$ cat src/rtl/spd_pkg.sv
// Shared helpers for the register-exchange survivor-path decoder:
// log2 sizing, trellis predecessor and state-count derivation from K.
package spd_pkg;

  localparam int K_DEF = 3;

  function automatic int clog2(input int v);
    int r;
    r = 0;
    while ((1 << r) < v) r++;
    return r;
  endfunction

  function automatic int num_states(input int k);
    return 1 << (k - 1);
  endfunction

  // State s is reached from (2s mod N) or (2s mod N)|1; d picks the odd one.
  function automatic int pred(input int s, input int d, input int k);
    return ((2 * s) % num_states(k)) | d;
  endfunction

endpackage

$ cat src/rtl/spd_min_select.sv
// Binary argmin tree over N unsigned metrics; lowest index wins ties.
module spd_min_select
  import spd_pkg::*;
#(
  parameter int N    = 4,
  parameter int PM_W = 4,
  parameter int IW   = clog2(N)
) (
  input  logic [N*PM_W-1:0] pm,
  output logic [IW-1:0]     idx
);

  for (genvar l = 0; l <= IW; l++) begin : lv
    localparam int W = N >> l;
    logic [PM_W-1:0] v  [W];
    logic [IW-1:0]   ix [W];
    if (l == 0) begin : leaf
      for (genvar s = 0; s < W; s++) begin : g
        assign v[s]  = pm[s*PM_W +: PM_W];
        assign ix[s] = IW'(s);
      end
    end else begin : node
      for (genvar j = 0; j < W; j++) begin : g
        // Right child covers higher indices, so it only wins when strictly smaller.
        logic take_r;
        assign take_r = lv[l-1].v[2*j+1] < lv[l-1].v[2*j];
        assign v[j]   = take_r ? lv[l-1].v[2*j+1]  : lv[l-1].v[2*j];
        assign ix[j]  = take_r ? lv[l-1].ix[2*j+1] : lv[l-1].ix[2*j];
      end
    end
  end

  assign idx = lv[IW].ix[0];

endmodule

$ cat src/rtl/spd_regex.sv
// Register-exchange survivor-path decoder with fill counter and flush.
// Define SPD_MAJORITY_EN to vote out_bit over all survivors instead of the best one.
module spd_regex
  import spd_pkg::*;
#(
  parameter  int K     = K_DEF,
  parameter  int DEPTH = 15,
  parameter  int PM_W  = 4,
  localparam int NS    = 1 << (K - 1),
  localparam int SW    = K - 1
) (
  input  logic             clk,
  input  logic             reset,
  input  logic             clear,
  input  logic             in_valid,
  input  logic [NS-1:0]    dec,
  input  logic [NS*PM_W-1:0] pm,
  output logic             out_valid,
  output logic             out_bit,
  output logic [SW-1:0]    out_state
);

  localparam int CW = clog2(DEPTH + 1);

  logic [NS-1:0][DEPTH-1:0] rows, nrows;
  logic [CW-1:0]            cnt;
  logic [SW-1:0]            best;
  logic                     fin_bit;

  spd_min_select #(.N(NS), .PM_W(PM_W), .IW(SW)) u_min (
    .pm  (pm),
    .idx (best)
  );

  for (genvar s = 0; s < NS; s++) begin : g_row
    localparam int P0 = pred(s, 0, K);
    logic [SW-1:0] pi;
    assign pi       = SW'(P0) | SW'(dec[s]);
    assign nrows[s] = {rows[pi][DEPTH-2:0], 1'(s >> (K - 2))};
  end

`ifdef SPD_MAJORITY_EN
  logic [SW:0] ones;
  always_comb begin
    ones = '0;
    for (int s = 0; s < NS; s++) ones = ones + (SW+1)'(nrows[s][DEPTH-1]);
    fin_bit = ones > (SW+1)'(NS / 2);
  end
`else
  assign fin_bit = nrows[best][DEPTH-1];
`endif

  always_ff @(posedge clk or posedge reset) begin
    if (reset) begin
      rows      <= '0;
      cnt       <= '0;
      out_valid <= 1'b0;
      out_bit   <= 1'b0;
      out_state <= '0;
    end else if (clear) begin
      rows      <= '0;
      cnt       <= '0;
      out_valid <= 1'b0;
      out_bit   <= 1'b0;
      out_state <= '0;
    end else begin
      out_valid <= 1'b0;
      if (in_valid) begin
        rows      <= nrows;
        if (cnt != CW'(DEPTH)) cnt <= cnt + 1'b1;
        // Valid once this step completes DEPTH steps of history.
        out_valid <= cnt >= CW'(DEPTH - 1);
        out_bit   <= fin_bit;
        out_state <= best;
      end
    end
  end

endmodule

$ cat config.mk
export PLATFORM = sky130hd
export DESIGN_NAME = spd_regex
export DESIGN_NICKNAME = d
export VERILOG_FILES = /design/src/rtl/spd_pkg.sv /design/src/rtl/spd_min_select.sv /design/src/rtl/spd_regex.sv
export SDC_FILE = /design/constraint.sdc
export NUM_CORES = 1
export LEC_CHECK = 0
export CAP_MARGIN = 20
export CORE_UTILIZATION = 45
export DETAILED_ROUTE_END_ITERATION = 8
export HOLD_SLACK_MARGIN = 0.1
export RECOVER_POWER = 50
export REMOVE_ABC_BUFFERS = 1
export SYNTH_ARGS = -nofsm -noshare
export SYNTH_HDL_FRONTEND = slang
export SYNTH_SLANG_ARGS = --single-unit
$ cat constraint.sdc
create_clock -name clk -period 2.3 [get_ports clk]
set_input_delay 0.69 -clock clk [delete_from_list [all_inputs] [get_ports clk]]
set_output_delay 0.69 -clock clk [all_outputs]
set_load 0.02 [all_outputs]
==> results of run 1 <==
## stage by stage
stage	hold slack (ps)	setup WS [ps]	std cells	power, mW	TNS, ps
after global placement	485	-1450	449	1.63	-4200
after global routing	551	-572	472	2.83	-2660
after CTS	508	-446	470	2.70	-1290
after floorplan	463	-925	295	1.40	-2420
after detailed placement	492	-1530	449	1.64	-4400
final	505	-489	472	2.70	-1390
## Yosys cell counts, types with 2 or more instances
| cell type | n |
|---|---|
| dfrtp_1 | 59 |
| nor2_1 | 56 |
| mux2i_1 | 50 |
| a211oi_1 | 49 |
| clkbuf_1 | 20 |
| ha_1 | 13 |
| inv_1 | 12 |
| nand2_1 | 11 |
| a21oi_1 | 10 |
| nand3_1 | 5 |
| buf_2 | 4 |
| mux2_1 | 3 |
| nor3_1 | 3 |
| o21ai_1 | 3 |
| a21o_1 | 2 |
| a21oi_2 | 2 |
| o21a_1 | 2 |
| xor2_1 | 2 |
## registers in the layout (all words and copies together) (netlist names)
name       cells
cnt            4
out_bit        1
out_state      2
out_valid      1
rows          51
## cell families (layout without fill, tap and decap cells)
group                    count (synthesis)  in the layout  synth area share, %
AO/OA/AOI/OAI                           75             75                 17.0
AND/OR/NAND/NOR                         80             80                 10.2
adder cells (fa/ha/maj)                 13             13                 5.05
XOR/XNOR                                 3              3                0.815
flip-flops                              59             59                 45.8
multiplexers                            53             53                 16.6
buffers and inverters                   37             93                 4.46
## final cells by class
cell class                      instances  share of cell area [%]
Clock buffer                           12                    3.96
Tap cell                               96                    2.88
Sequential cell                        59                    35.4
Multi-Input combinational cell        224                    42.7
Timing Repair Buffer                   65                    12.7
Clock inverter                          4                    1.14
Inverter                               12                    1.20
## worst register-to-register path, stage by stage, from the launching register on
cell     delay, ps
dfrtp_1        420
ha_1           230
a31oi_1        360
nand4_1        170
xor2_1         160
nor2_1          50
## worst max path at each step
stage / startpoint / to / slack [ps] / depth (start not counted)
3_3_place_gp: pm[9] / out_bit / -1450 / 12
4_1_cts: pm[9] / out_bit / -450 / 12
5_1_grt: pm[9] / out_bit / -570 / 12
2_1_floorplan: pm[9] / out_bit / -930 / 11
6_report: pm[9] / out_bit / -490 / 12
3_5_place_dp: pm[9] / out_bit / -1530 / 12
## repair_timing
action                                  4_1_cts  5_1_grt
buffers inserted                              5        2
resized for setup                            65       27
pin swaps                                    18       15
endpoints found under the setup margin        3        3
## layer usage
metal  global-route usage (%)  share of wire [%]  up-vias
li1                         -                  -     1258
met1                     28.6                 47     1201
met2                     33.6                 50       28
met3                     5.52                2.4        7
met4                     5.61                1.2        0
met5                        0                  0        -
## power groups by stage
stage          logic [mW]  registers [mW]  clock network (mW)
5_1_grt             0.617            1.16                1.06
3_5_place_dp        0.478            1.17                   0
6_report            0.563            1.15               0.994
2_1_floorplan       0.237            1.16                   0
4_1_cts             0.536            1.15                1.02
3_3_place_gp        0.471            1.16                   0
==> results.toml, run 1 <==
[finish]
multi_input_area_um2 = 1780
finalInstanceArea_um2 = 4170
areaGrowthSynthToFinish_pct = 29.3
final_cell_mix = "59 x dfrtp_1, 55 x nor2_1, 49 x mux2i_1"
antennaDiodeCount = 0
fill_cells = 594
post-route-util_pct = 60.7
drive_gt1_share_pct = 27.4
final_common_cell = "dfrtp_1"
nets = 408
regArea_um2 = 1480

[setup_path]
worst_setup_path_start_kind = "primary input"
cp.required_ps = 2520
r2r_start = "cnt[0]"
end_kind = "register"
slowest_stage = "a2111oi_4"
cp_common_cell = "ha_4"
critPathBufInv = 2
reg2reg_slack_ps = 790
crit_chain = "buf_8, inv_4, ha_4, a2111oi_4, a21oi_4, mux2_4, ha_4, a21o_1, a21oi_2, o21ai_2, o21a_1, o311a_1"
worstRegToRegCells = 5
worst-path-max-fanout = 4
crit_family = "compound AO/OA/AOI/OAI gates"
max_stage_delay_ps = 340
worst-setup-path-type = "in -> reg"
reg2reg_to = "cnt[3]"
cp.arrival_ps = 3010

[routing]
num_vias = 2494
drtIter0Drc = 109
antenna_left = 0
drt_pass1_iterations = 4
viasPerCell = 5.28
wire_per_inst_um = 15.5
drc = 0
totalWireLength_um = 7300

[place]
place_area_um2 = 3770
io_buffer_count = 27
routabilityCongestion = 0.742
hpwl_um = 4580

[pwr]
peakVddDrop_uv = 538
power_frac_comb_pct = 20.8
pwr-share-clk_pct = 36.8
pwr-share-seq_pct = 42.4
pwr_density_cell_nw_per_um2 = 649
leakagePower_nw = 1.92
power_switching_mw = 0.742
netSwitchingFraction_pct = 27.4
power.internal_mw = 1.96

[clocking]
clock_path_buffers = 2
clkSinkCount = 59
path_clk_slew_ps = 70
clockRootBuffer = "clkbuf_8"
cts_tree = "built"
ctsHtreeMaxLevel = 3
cts_buffers = 9
cts_hold_buf = 0
worst_skew_pair.late_latency_ps = 340

[sta]
rsz0062_at_grt = "yes"
hold_viol_final = 0
tightestPinTransition_ps = 1300
setup_viol = 3
finalWorstSetupSlack_ps = -489
fin_crit_sh_pct = 121
finalMaxSlewViolations = 0
slew_headroom_pct = 13.1
fmaxAchievable_mhz = 359
fin_crit_ps = 2790
skew_ps = 6.49

[logic_synthesis]
synth_enable_flop_cells = 0
ys.flop_type = "dfrtp_1"
ys_warn_count = 0
ys_types = 32
synth_top_area_cell = "dfrtp_1"
synth.avg_cell_area_um2 = 10.1
syn_inst = 320
yosysTopAreaCellShare_pct = 45.8
synthTopCellsByArea = "dfrtp_1 46%, mux2i_1 16%, a211oi_1 11%"
synth_seq_cells = 59
ys_async_sr_fraction_pct = 100
ys_seq_area_share_pct = 45.8
syn-cell-area_um2 = 3220

[floorplan]
die-height_um = 86.6
coreArea_um2 = 6870
die_area_um2 = 7500
rows = 30
die_w_um = 86.6
initial_core_util_pct = 46.9
ios = 28

[min_path]
hp-start = "rows[45]"
hold_depth = 2
hold_path_class = "reg -> reg"
hold_end = "rows[45]"

[global_routing]
grt_first_pass_wirelength_um = 12100
grt_pass1_vias = 2491
grt_max_degree = 101
overflow = 0
grtUsageTotal_pct = 21.1
grt_antenna_before_repair = 0

[job]
max_cap_violations = 0

[status]
run_status = "finished, violations left"
violations = "negative setup slack"
No activity file was read; power rests on OpenSTA's default activity.
==> inputs of run 2 (changes only) <==
- CTS_CLUSTER_SIZE: unset -> 12
==> results of run 2 <==
Same layout as run 1: the final DEF is identical, and so are final timing and power.
